File: config.mk
export PLATFORM = sky130hd
export DESIGN_NAME = pixel_request_queue_flat
export DESIGN_NICKNAME = d
export VERILOG_FILES = /design/src/rtl/pixel_request_queue_pkg.sv /design/src/rtl/pixel_request_queue_if.sv /design/src/rtl/pixel_request_queue_fifo.sv /design/src/rtl/pixel_request_queue.sv /design/src/flat_wrapper.sv
export SDC_FILE = /design/constraint.sdc
export NUM_CORES = 1
export LEC_CHECK = 0
export BUFFER_PORTS_ARGS = -buffer_cell sky130_fd_sc_hd__buf_2
export CELL_PAD_IN_SITES_DETAIL_PLACEMENT = 1
export CELL_PAD_IN_SITES_GLOBAL_PLACEMENT = 2
export CORE_ASPECT_RATIO = 1.4
export CORE_UTILIZATION = 52
export DETAILED_ROUTE_END_ITERATION = 12
export HOLD_SLACK_MARGIN = 0.02
export PLACE_DENSITY_LB_ADDON = 0.1
export SYNTH_ARGS = -nofsm -noshare
export SYNTH_HDL_FRONTEND = slang
export SYNTH_SLANG_ARGS = --single-unit
File: constraint.sdc
create_clock -name clk -period 7.2 [get_ports clk]
set_clock_uncertainty 0.15 [all_clocks]
set_input_delay 0.36 -clock clk [delete_from_list [all_inputs] [get_ports clk]]
set_output_delay 0.36 -clock clk [all_outputs]
set_load 0.01 [all_outputs]
File: src/rtl/pixel_request_queue_pkg.sv
// ---------------------------------------------------------------------------
// pixel_request_queue_pkg
// Shared definitions for the pixel request queue slice:
//   SCREEN_LINES_DEFAULT  - visible lines; pixel_y must be below this
//   FIFO_DEPTH_DEFAULT    - default request-buffer depth
//   GRAPHICS_MEM_PREFIX   - common name prefix for graphics memory images
//   issue_state_t         - issue FSM state encoding
//   pixel_req_t           - packed {x, y, rgb} request word (24 bits)
//   in_screen()           - clip test for a request line number
// ---------------------------------------------------------------------------
package pixel_request_queue_pkg;

  localparam int    SCREEN_LINES_DEFAULT = 192;
  localparam int    FIFO_DEPTH_DEFAULT   = 16;
  localparam string GRAPHICS_MEM_PREFIX  = "gfx_mem";

  typedef enum logic [1:0] {
    ST_IDLE      = 2'd0,
    ST_ISSUE     = 2'd1,
    ST_WAIT_ACK  = 2'd2,
    ST_WAIT_DONE = 2'd3
  } issue_state_t;

  typedef struct packed {
    logic [7:0] x;
    logic [7:0] y;
    logic [7:0] rgb;
  } pixel_req_t;

  // True when the line number falls inside the visible screen.
  function automatic logic in_screen(input logic [7:0] y, input int lines);
    return int'(y) < lines;
  endfunction

endpackage

File: src/rtl/pixel_request_queue_if.sv
// ---------------------------------------------------------------------------
// pixel_request_queue_if
// Bundles the CPU request handshake and the pixel_writer issue/complete
// signals of the pixel request queue.
//   req_valid/req_ready, req_x/req_y/req_rgb : CPU pixel-write request
//   clear_screen_done, pixel_wr_done         : status from pixel_writer
//   pixel_en, pixel_x/pixel_y/pixel_rgb      : issue strobe and pixel data
// modport slave  : the queue itself
// modport master : the environment (CPU side + pixel_writer)
// ---------------------------------------------------------------------------
interface pixel_request_queue_if;

  logic       req_valid;
  logic       req_ready;
  logic [7:0] req_x;
  logic [7:0] req_y;
  logic [7:0] req_rgb;
  logic       clear_screen_done;
  logic       pixel_wr_done;
  logic       pixel_en;
  logic [7:0] pixel_x;
  logic [7:0] pixel_y;
  logic [7:0] pixel_rgb;

  modport slave (
    input  req_valid, req_x, req_y, req_rgb, clear_screen_done, pixel_wr_done,
    output req_ready, pixel_en, pixel_x, pixel_y, pixel_rgb
  );

  modport master (
    output req_valid, req_x, req_y, req_rgb, clear_screen_done, pixel_wr_done,
    input  req_ready, pixel_en, pixel_x, pixel_y, pixel_rgb
  );

endinterface

File: src/rtl/pixel_request_queue_fifo.sv
// ---------------------------------------------------------------------------
// pixel_fifo
// Plain synchronous FIFO holding pending pixel requests.
//   clk, rst_n : clock, asynchronous active-low reset (empties the FIFO)
//   push, wr_data : write one word (caller guarantees not full)
//   pop, rd_data  : rd_data always shows the head; pop advances it
//                   (caller guarantees not empty)
//   full, empty, count : occupancy status
// ---------------------------------------------------------------------------
module pixel_fifo #(
  parameter int DEPTH = 16,
  parameter int WIDTH = 24
) (
  input  logic                       clk,
  input  logic                       rst_n,
  input  logic                       push,
  input  logic [WIDTH-1:0]           wr_data,
  input  logic                       pop,
  output logic [WIDTH-1:0]           rd_data,
  output logic                       full,
  output logic                       empty,
  output logic [$clog2(DEPTH):0]     count
);

  localparam int AW = $clog2(DEPTH);

  logic [WIDTH-1:0] mem [DEPTH];
  logic [AW-1:0]    wr_ptr_reg;
  logic [AW-1:0]    rd_ptr_reg;
  logic [AW:0]      count_reg;

  // Storage carries no reset; validity is tracked by the pointers alone.
  always_ff @(posedge clk) begin
    if (push) begin
      mem[wr_ptr_reg] <= wr_data;
    end
  end

  // DEPTH is a power of two, so the pointers wrap by natural overflow.
  always_ff @(posedge clk or negedge rst_n) begin
    if (!rst_n) begin
      wr_ptr_reg <= '0;
      rd_ptr_reg <= '0;
      count_reg  <= '0;
    end else begin
      if (push) wr_ptr_reg <= wr_ptr_reg + 1'b1;
      if (pop)  rd_ptr_reg <= rd_ptr_reg + 1'b1;
      case ({push, pop})
        2'b10:   count_reg <= count_reg + 1'b1;
        2'b01:   count_reg <= count_reg - 1'b1;
        default: count_reg <= count_reg;
      endcase
    end
  end

  // Show-ahead read: the head word is visible before the pop edge so the
  // consumer can capture it on the same edge that removes it.
  assign rd_data = mem[rd_ptr_reg];
  assign count   = count_reg;
  assign full    = (count_reg == (AW+1)'(DEPTH));
  assign empty   = (count_reg == '0);

endmodule

File: src/rtl/pixel_request_queue.sv
// ---------------------------------------------------------------------------
// pixel_request_queue
// Buffers CPU pixel-write requests, drops off-screen ones, and issues them
// one at a time to the pixel_writer once the screen clear has finished.
//   clk, rst_n  : clock, asynchronous active-low reset
//   bus (slave) : request handshake and pixel_writer issue/complete signals
//   fifo_count  : current FIFO occupancy
//   drop_count  : clipped requests, saturating at 255
//   busy        : FIFO non-empty or a request is in flight
// ---------------------------------------------------------------------------
module pixel_request_queue
  import pixel_request_queue_pkg::*;
#(
  parameter int FIFO_DEPTH   = FIFO_DEPTH_DEFAULT,
  parameter int SCREEN_LINES = SCREEN_LINES_DEFAULT
) (
  input  logic                         clk,
  input  logic                         rst_n,
  pixel_request_queue_if.slave         bus,
  output logic [$clog2(FIFO_DEPTH):0]  fifo_count,
  output logic [7:0]                   drop_count,
  output logic                         busy
);

  issue_state_t state_reg, state_next;
  pixel_req_t   pixel_reg;
  pixel_req_t   head;
  pixel_req_t   wr_req;
  logic [7:0]   drop_count_reg;
  logic         fifo_full, fifo_empty;
  logic         accept, in_range, push, clip, pop;

  // Clip stage: runs every cycle regardless of what the issue FSM is doing.
  assign accept   = bus.req_valid && bus.req_ready;
  assign in_range = in_screen(bus.req_y, SCREEN_LINES);
  assign push     = accept && in_range;
  assign clip     = accept && !in_range;
  assign wr_req   = '{x: bus.req_x, y: bus.req_y, rgb: bus.req_rgb};

  assign bus.req_ready = !fifo_full;

  pixel_fifo #(
    .DEPTH (FIFO_DEPTH),
    .WIDTH ($bits(pixel_req_t))
  ) u_fifo (
    .clk     (clk),
    .rst_n   (rst_n),
    .push    (push),
    .wr_data (wr_req),
    .pop     (pop),
    .rd_data (head),
    .full    (fifo_full),
    .empty   (fifo_empty),
    .count   (fifo_count)
  );

  always_ff @(posedge clk or negedge rst_n) begin
    if (!rst_n) begin
      drop_count_reg <= '0;
    end else if (clip && drop_count_reg != 8'hFF) begin
      drop_count_reg <= drop_count_reg + 8'd1;
    end
  end

  // Issue FSM: state register.
  always_ff @(posedge clk or negedge rst_n) begin
    if (!rst_n) begin
      state_reg <= ST_IDLE;
    end else begin
      state_reg <= state_next;
    end
  end

  // Issue FSM: next state. ISSUE holds if clear_screen_done drops in that
  // cycle so the already-popped request is delayed rather than lost.
  // WAIT_ACK ignores pixel_wr_done until it is seen low, which filters the
  // writer's stale done level; WAIT_DONE then reacts to a single-cycle pulse.
  always_comb begin
    state_next = state_reg;
    case (state_reg)
      ST_IDLE:      if (bus.clear_screen_done && !fifo_empty) state_next = ST_ISSUE;
      ST_ISSUE:     if (bus.clear_screen_done)                state_next = ST_WAIT_ACK;
      ST_WAIT_ACK:  if (!bus.pixel_wr_done)                   state_next = ST_WAIT_DONE;
      ST_WAIT_DONE: if (bus.pixel_wr_done)                    state_next = ST_IDLE;
      default:                                                state_next = ST_IDLE;
    endcase
  end

  // Issue FSM: outputs.
  always_comb begin
    pop          = (state_reg == ST_IDLE) && (state_next == ST_ISSUE);
    bus.pixel_en = (state_reg == ST_ISSUE) && bus.clear_screen_done;
    busy         = !fifo_empty || (state_reg != ST_IDLE);
  end

  // Issued pixel is captured on the pop edge and held until the next issue.
  always_ff @(posedge clk or negedge rst_n) begin
    if (!rst_n) begin
      pixel_reg <= '0;
    end else if (pop) begin
      pixel_reg <= head;
    end
  end

  assign bus.pixel_x   = pixel_reg.x;
  assign bus.pixel_y   = pixel_reg.y;
  assign bus.pixel_rgb = pixel_reg.rgb;
  assign drop_count    = drop_count_reg;

endmodule
File: src/flat_wrapper.sv
// flat-port wrapper written by rule: the top's interface ports become plain ports
module pixel_request_queue_flat import pixel_request_queue_pkg::*;
#(
  parameter int FIFO_DEPTH   = FIFO_DEPTH_DEFAULT,
  parameter int SCREEN_LINES = SCREEN_LINES_DEFAULT
)
  (clk, rst_n, fifo_count, drop_count, busy, bus_req_valid, bus_req_x, bus_req_y, bus_req_rgb, bus_clear_screen_done, bus_pixel_wr_done, bus_req_ready, bus_pixel_en, bus_pixel_x, bus_pixel_y, bus_pixel_rgb);
  pixel_request_queue_if bus_i ();
  input  logic clk;
  input  logic rst_n;
  output logic [$clog2(FIFO_DEPTH):0] fifo_count;
  output logic [7:0] drop_count;
  output logic busy;
  input wire logic [$bits(bus_i.req_valid)-1:0] bus_req_valid;
  input wire logic [$bits(bus_i.req_x)-1:0] bus_req_x;
  input wire logic [$bits(bus_i.req_y)-1:0] bus_req_y;
  input wire logic [$bits(bus_i.req_rgb)-1:0] bus_req_rgb;
  input wire logic [$bits(bus_i.clear_screen_done)-1:0] bus_clear_screen_done;
  input wire logic [$bits(bus_i.pixel_wr_done)-1:0] bus_pixel_wr_done;
  output wire logic [$bits(bus_i.req_ready)-1:0] bus_req_ready;
  output wire logic [$bits(bus_i.pixel_en)-1:0] bus_pixel_en;
  output wire logic [$bits(bus_i.pixel_x)-1:0] bus_pixel_x;
  output wire logic [$bits(bus_i.pixel_y)-1:0] bus_pixel_y;
  output wire logic [$bits(bus_i.pixel_rgb)-1:0] bus_pixel_rgb;
  assign bus_i.req_valid = bus_req_valid;
  assign bus_i.req_x = bus_req_x;
  assign bus_i.req_y = bus_req_y;
  assign bus_i.req_rgb = bus_req_rgb;
  assign bus_i.clear_screen_done = bus_clear_screen_done;
  assign bus_i.pixel_wr_done = bus_pixel_wr_done;
  assign bus_req_ready = bus_i.req_ready;
  assign bus_pixel_en = bus_i.pixel_en;
  assign bus_pixel_x = bus_i.pixel_x;
  assign bus_pixel_y = bus_i.pixel_y;
  assign bus_pixel_rgb = bus_i.pixel_rgb;
  pixel_request_queue #(.FIFO_DEPTH(FIFO_DEPTH), .SCREEN_LINES(SCREEN_LINES)) u_core (.clk(clk), .rst_n(rst_n), .bus(bus_i), .fifo_count(fifo_count), .drop_count(drop_count), .busy(busy));
endmodule
; ---- Word level (Yosys, flattened, before mapping)
; Memories as Yosys holds them, arrays and structs flattened. A register that Yosys moved wholly into a read port is not among the register bits.
; Index checks and enable logic that the tools add are counted.
[totals]
reg_bits = 23
mem_bits_rw = 384
output_inout_bits = 40
elab_cells = 44
memories = 1
[op_classes]
add_sub_neg = 5
order_cmp = 1
n_eq_ne = 8
muxes = 8
reduce_logical = 16
[memory_table]
columns = memory, words, word_bits, rd, rd_clocked_by_memory_dff, write_ports, line
row1 = u_core.u_fifo.mem, 16, 24, 1, 1, 1, pixel_request_queue_fifo.sv:27  ; logic [WIDTH-1:0] mem [DEPTH];
[op_table]
columns = cell, n
row1 = one-hot mux 5 bit (2 select lines), 1
row2 = "adder 4 x 1 -> 4 bit, second input constant", 2
row3 = "adder 8 x 1 -> 8 bit, second input constant", 1
row4 = "less-than comparator 8 bit, second input constant", 1
row5 = 2-to-1 mux 2 bit, 4
row6 = "!= test 8 bit, second input constant", 1
row7 = one-hot mux 2 bit (4 select lines), 1
row8 = logical AND 1 bit, 7
row9 = "equality test 2 x 1 -> 1 bit, second input constant", 3
row10 = "equality test 2 bit, second input constant", 3
row11 = "adder 5 x 1 -> 5 bit, second input constant", 1
row12 = "equality test 5 bit, second input constant", 1
row13 = zero test 5 bit, 1
row14 = "subtractor 5 x 1 -> 5 bit, second input constant", 1
row15 = zero test 1 bit, 4
row16 = nonzero test 2 bit, 2
row17 = zero test 2 bit, 1
row18 = 2-to-1 mux 1 bit, 2
row19 = logical OR 1 bit, 1

; ---- Longest topological paths before layout
[logic_depth]
ltp_word = 9
mapped_depth = 13
depth_no_buf = 12

; ---- Hierarchy
; From an unflattened synthesis, not the netlist that was laid out.
[hier_totals]
hier_cells = 792
hier_area_um2 = 16796.1
[by_module_without_submodules]
columns = mod, n_inst, cells_per_inst, area_each_um2, seq_area_each_um2
row1 = pixel_fifo, 1, 687, 15338.5, 11856.4
row2 = pixel_request_queue, 1, 105, 1457.6, 850.8

; ---- Worst setup path after synthesis
; No wires, ideal clock.
[synth_path]
path_type = reg2reg
start = register u_core.u_fifo.count_reg[1], in the netlist u_core.u_fifo.count[1]
end = register u_core.u_fifo.count_reg[4], in the netlist u_core.u_fifo.count[4]
setup_time_ps = 129
arrival_ps = 3053
t_required_ps = 6921
slack_ps = 3867
path_stages_with_launch = 12
period_less_slack_ps = 3333
cell_sequence = dfrtp_1 -> or4_4 -> o211a_1 -> buf_6 -> buf_2 -> ha_1 -> ha_1 -> nor2b_1 -> o21ai_0 -> a21oi_1 -> or3b_2 -> xnor2_1
[synth_between]
elab_chain_len = 9
[synth_rtl]
columns = element, line
row1 = "start, declared", pixel_request_queue_fifo.sv:30  ; logic [AW:0] count_reg;
row2 = "start signal, assigned", pixel_request_queue_fifo.sv:49  ; 2'b10: count_reg <= count_reg + 1'b1;
row3 = "start signal, assigned", pixel_request_queue_fifo.sv:50  ; 2'b01: count_reg <= count_reg - 1'b1;
row4 = "start signal, assigned", pixel_request_queue_fifo.sv:51  ; default: count_reg <= count_reg;
row5 = zero test 5 bit *, pixel_request_queue_fifo.sv:61  ; assign empty = (count_reg == '0);
row6 = zero test 1 bit *, pixel_request_queue.sv:81  ; ST_IDLE: if (bus.clear_screen_done && !fifo_empty) state_next = ST_ISSUE;
row7 = logical AND 1 bit *, pixel_request_queue.sv:81
row8 = 2-to-1 mux 2 bit *, pixel_request_queue.sv:81
row9 = one-hot mux 2 bit (4 select lines) *, pixel_request_queue.sv:80  ; case (state_reg)
row10 = equality test 2 x 1 -> 1 bit *, pixel_request_queue.sv:91  ; pop = (state_reg == ST_IDLE) && (state_next == ST_ISSUE);
row11 = logical AND 1 bit *, pixel_request_queue.sv:91
row12 = named net u_core.pop, pixel_request_queue.sv:31  ; logic accept, in_range, push, clip, pop;
row13 = equality test 2 x 1 -> 1 bit / equality test 2 bit (equally long branches), pixel_request_queue_fifo.sv:48  ; case ({push, pop})
row14 = one-hot mux 5 bit (2 select lines) / nonzero test 2 bit (equally long branches), --
; The timed path passes the listed nets; every way through them passes the cells marked *.
; A chain may end at the register's enable or synchronous reset.

; ---- Final worst setup path
[layout_path]
start = register u_core.u_fifo.count_reg[0], in the netlist u_core.u_fifo.count[0]
end = register u_core.u_fifo.count_reg[4], in the netlist u_core.u_fifo.count[4]
[layout_between]
elab_chain_len = 9
[layout_rtl]
columns = element, line
row1 = zero test 5 bit, pixel_request_queue_fifo.sv:61
row2 = zero test 1 bit, pixel_request_queue.sv:81
row3 = logical AND 1 bit, pixel_request_queue.sv:81
row4 = 2-to-1 mux 2 bit, pixel_request_queue.sv:81
row5 = one-hot mux 2 bit (4 select lines), pixel_request_queue.sv:80
row6 = equality test 2 x 1 -> 1 bit, pixel_request_queue.sv:91
row7 = logical AND 1 bit, pixel_request_queue.sv:91
row8 = equality test 2 x 1 -> 1 bit / equality test 2 bit (equally long branches), pixel_request_queue_fifo.sv:48
row9 = one-hot mux 5 bit (2 select lines) / nonzero test 2 bit (equally long branches), --
; Parallel ways exist; a longest one is shown, timed or not.

==> results.yml <==
run_status:
  outcome: "finished clean"
detailed_routing:
  drc_errors: 0
  drt-total-wl_um: 36900
  antenna_left: 0
  dr.first_iter.drc_count: 550
  vias_per_cell: 6.07
  wl_per_cell_um: 28.1
  vias: 7981
  drtPass1Iterations: 5
power:
  combPwrFrac: 0.256
  intPower_mw: 5.22
  powerDensity_mw_per_mm2: 385
  p_leak_nw: 6.24
  power_frac_clock: 0.295
  power_frac_seq: 0.449
  ir_drop_uv: 227
  switchingPower_mw: 2.13
  netSwitchingFraction: 0.290
  p_total_mw: 7.36
job:
  max_cap_violations: 0
sta:
  setup_viol_count_final: 0
  finalCritPeriodShare: 0.514
  tightest_slew_ns: 0.968
  finalCriticalPeriod_ns: 3.70
  whs_ns: 0.0430
  layout_setup_ws_ns: 3.50
  finalHoldViolations: 0
  slew_headroom: 0.354
  rsz0062_at_grt: "false"
  drv_slew: 0
  max_freq_ghz: 0.270
  fin_setup_tns_ns: 0
clocking:
  cts.sinks: 431
  clock_latency_ns: 0.54
  root_buffer: "clkbuf_16"
  cts_resized: 0
  cts-buffers-inserted: 41
  clkTransAtPathRegs_ns: 0.06
  cts_buffer_depth: 3
  cts_max_level: 2
  cts_tree: "yes"
cells_and_area:
  layout-drive-gt1-share: 0.351
  antenna_cells: 0
  largest_register: "u_core.u_fifo.mem"
  final_nets: 928
  syn2layout_area_growth_pct: 13.8
  final_util: 0.603
  largest_reg_flops: 384
worst_setup_path:
  cp.required_ns: 7.47
  critical_path_class: "flip-flop to flip-flop"
  worstPathArrival_ns: 3.97
  cp-startpoint: "u_core.u_fifo.count[0]$_DFFE_PN0P_"
  critical_path.max_fanout: 54
  rrSetupSlack_ns: 3.50
  r2r-end: "u_core.u_fifo.count[4]$_DFFE_PN0P_"
  crit_path_start_kind: "flip-flop"
  r2r_start: "u_core.u_fifo.count[0]$_DFFE_PN0P_"
  reg2reg_depth: 10
  worstSetupEndpointType: "flip-flop"
  setup.worst_path.end: "u_core.u_fifo.count[4]$_DFFE_PN0P_"
global_route:
  grt_pass1_wl_um: 55500
  overflow: 0
  grt_max_degree: 55
  grt_antenna_before_repair: 0
  grt_pass1_vias: 8815
  grt_usage: 0.235
synthesis:
  synth_top_area_cell: "edfxtp_1"
  async_flop_share: 0.109
  yosys-top-cells-area: "edfxtp_1 (69%), mux4_2 (13%), dfrtp_1 (7.0%)"
  synth-seq-area-share: 0.757
  ys_types: 42
  ys_ff_latch: 431
  syn-num-nets: 818
  syn_area_per_cell_um2: 21.6
  ys.flop_type: "edfxtp_1"
  synth_top_area_frac: 0.687
  yosys_warnings: 0
  synthCells: 778
  syn_area_mm2: 0.0168
  synth-edff-count: 384
placed_design:
  pre_cts_slack_ns: 3.49
  gp_congestion: 0.750
  port_buffers: 68
  place_hpwl_um: 19600
die:
  boundaryPins: 69
  num_rows: 77
  die_w_um: 154
  initial_utilization: 0.530
  dieHeight_um: 215
  core-area_mm2: 0.0317
  die_area_mm2: 0.0330
min_path:
  hold_class: "primary input to flip-flop"
[layout by cell type, fill, tap and decap left out, drive strengths merged, types with 2 or more instances in the layout]
cell / netlist / routed
xnor2: 10 / 10
xor2: 4 / 4
dlygate4sd3: 0 / 18
dfrtp: 47 / 47
edfxtp: 384 / 384
clkinvlp: 0 / 3
and3: 2 / 2
mux4: 96 / 96
nand2: 16 / 16
nor3b: 2 / 2
nand2b: 2 / 2
o22ai: 48 / 48
a21oi: 31 / 31
clkinv: 0 / 13
nand4: 4 / 4
o21ai: 4 / 4
nand3: 3 / 3
ha: 10 / 10
inv: 8 / 9
a211oi: 2 / 2
clkbuf: 18 / 53
mux2: 27 / 27
nor2: 7 / 7
buf: 23 / 90
a31oi: 2 / 2
bufinv: 0 / 4
nor2b: 2 / 2
and2: 16 / 16
[worst min-delay path by stage]
stage	from	to	slack, ns	cells after the start
after floorplan	rst_n	u_core.bus.pixel_rgb[0]$_DFFE_PN0P_	-0.09	0
after global placement	u_core.drop_count[6]$_DFFE_PN0P_	u_core.drop_count[6]$_DFFE_PN0P_	0.35	1
after detailed placement	u_core.drop_count[4]$_DFFE_PN0P_	u_core.drop_count[4]$_DFFE_PN0P_	0.36	1
after CTS	bus_req_rgb[3]	u_core.u_fifo.mem[2][3]$_DFFE_PP_	0.02	1
after global routing	bus_req_x[7]	u_core.u_fifo.mem[12][23]$_DFFE_PP_	0.04	1
final	bus_req_rgb[3]	u_core.u_fifo.mem[9][3]$_DFFE_PP_	0.04	1
[cell families (layout without fill, tap and decap cells)]
| group | Yosys count | count (layout) | share of synthesized area |
|---|---|---|---|
| xor+xnor | 14 | 14 | 0.00730 |
| compound gates | 90 | 90 | 0.0438 |
| buf+inv | 49 | 190 | 0.0160 |
| mux | 124 | 124 | 0.148 |
| fa+ha+maj | 11 | 11 | 0.00865 |
| flops | 431 | 431 | 0.757 |
| simple gates | 59 | 59 | 0.0198 |
[critical path, stage by stage (launching register included)]
cell and delay (ns):
dfrtp_1 0.44, or4_4 0.54, o211a_4 0.24, buf_4 0.40, ha_1 0.41, ha_1 0.33
nor2b_1 0.14, o21ai_0 0.22, a21oi_1 0.11, or3b_2 0.45, xnor2_1 0.13
[cells in the mapped netlist, types with 3 or more instances]
cell type / number
ha_1: 10
o21ai_0: 4
a21oi_2: 20
o22ai_2: 20
mux2_2: 27
nand2_1: 15
nor2_1: 7
nand4_1: 4
buf_4: 8
nand3_1: 3
dfrtp_1: 47
clkbuf_1: 18
buf_2: 11
xor2_1: 4
edfxtp_1: 384
a21oi_1: 11
xnor2_1: 10
mux4_2: 96
and2_1: 16
inv_1: 8
o22ai_1: 28
[area by class of cell]
cell class                      count  area (um2)
Clock inverter                     21         216
Tap cell                          395         494
Clock buffer                       53        1140
Multi-Input combinational cell    298        3820
Inverter                            8        30.0
Fill cell                        2659       12600
Timing Repair Buffer              108         686
Sequential cell                   431       12700
[stage by stage]
step / std cells / cell area (um2)
CTS: 1314 / 19100
global route: 1314 / 19100
global placement: 1222 / 17600
detailed placement: 1222 / 17600
finish: 1314 / 19100
floorplan: 778 / 16800
[per-layer routing]
layer	track usage	share of wire	routed length, um
met1	0.299	0.41	15100
met2	0.420	0.53	19600
met3	0.0301	0.033	1230
met4	0.0697	0.025	913
met5	0	0	0
[power groups by stage]
stage | clock, mW | combinational [mW] | sequential (mW)
6_report | 2.17 | 1.89 | 3.30
5_1_grt | 2.29 | 2.04 | 3.34
4_1_cts | 2.22 | 1.93 | 3.31
3_5_place_dp | 0 | 1.90 | 3.36
3_3_place_gp | 0 | 1.84 | 3.33
2_1_floorplan | 0 | 1.46 | 3.23
[timing repair]
action                                 4_1_cts  5_1_grt
hold buffers                                18        0
endpoints found under the hold margin      209        0
buffers inserted                             0        0
Power figures use the tool's default switching activity.
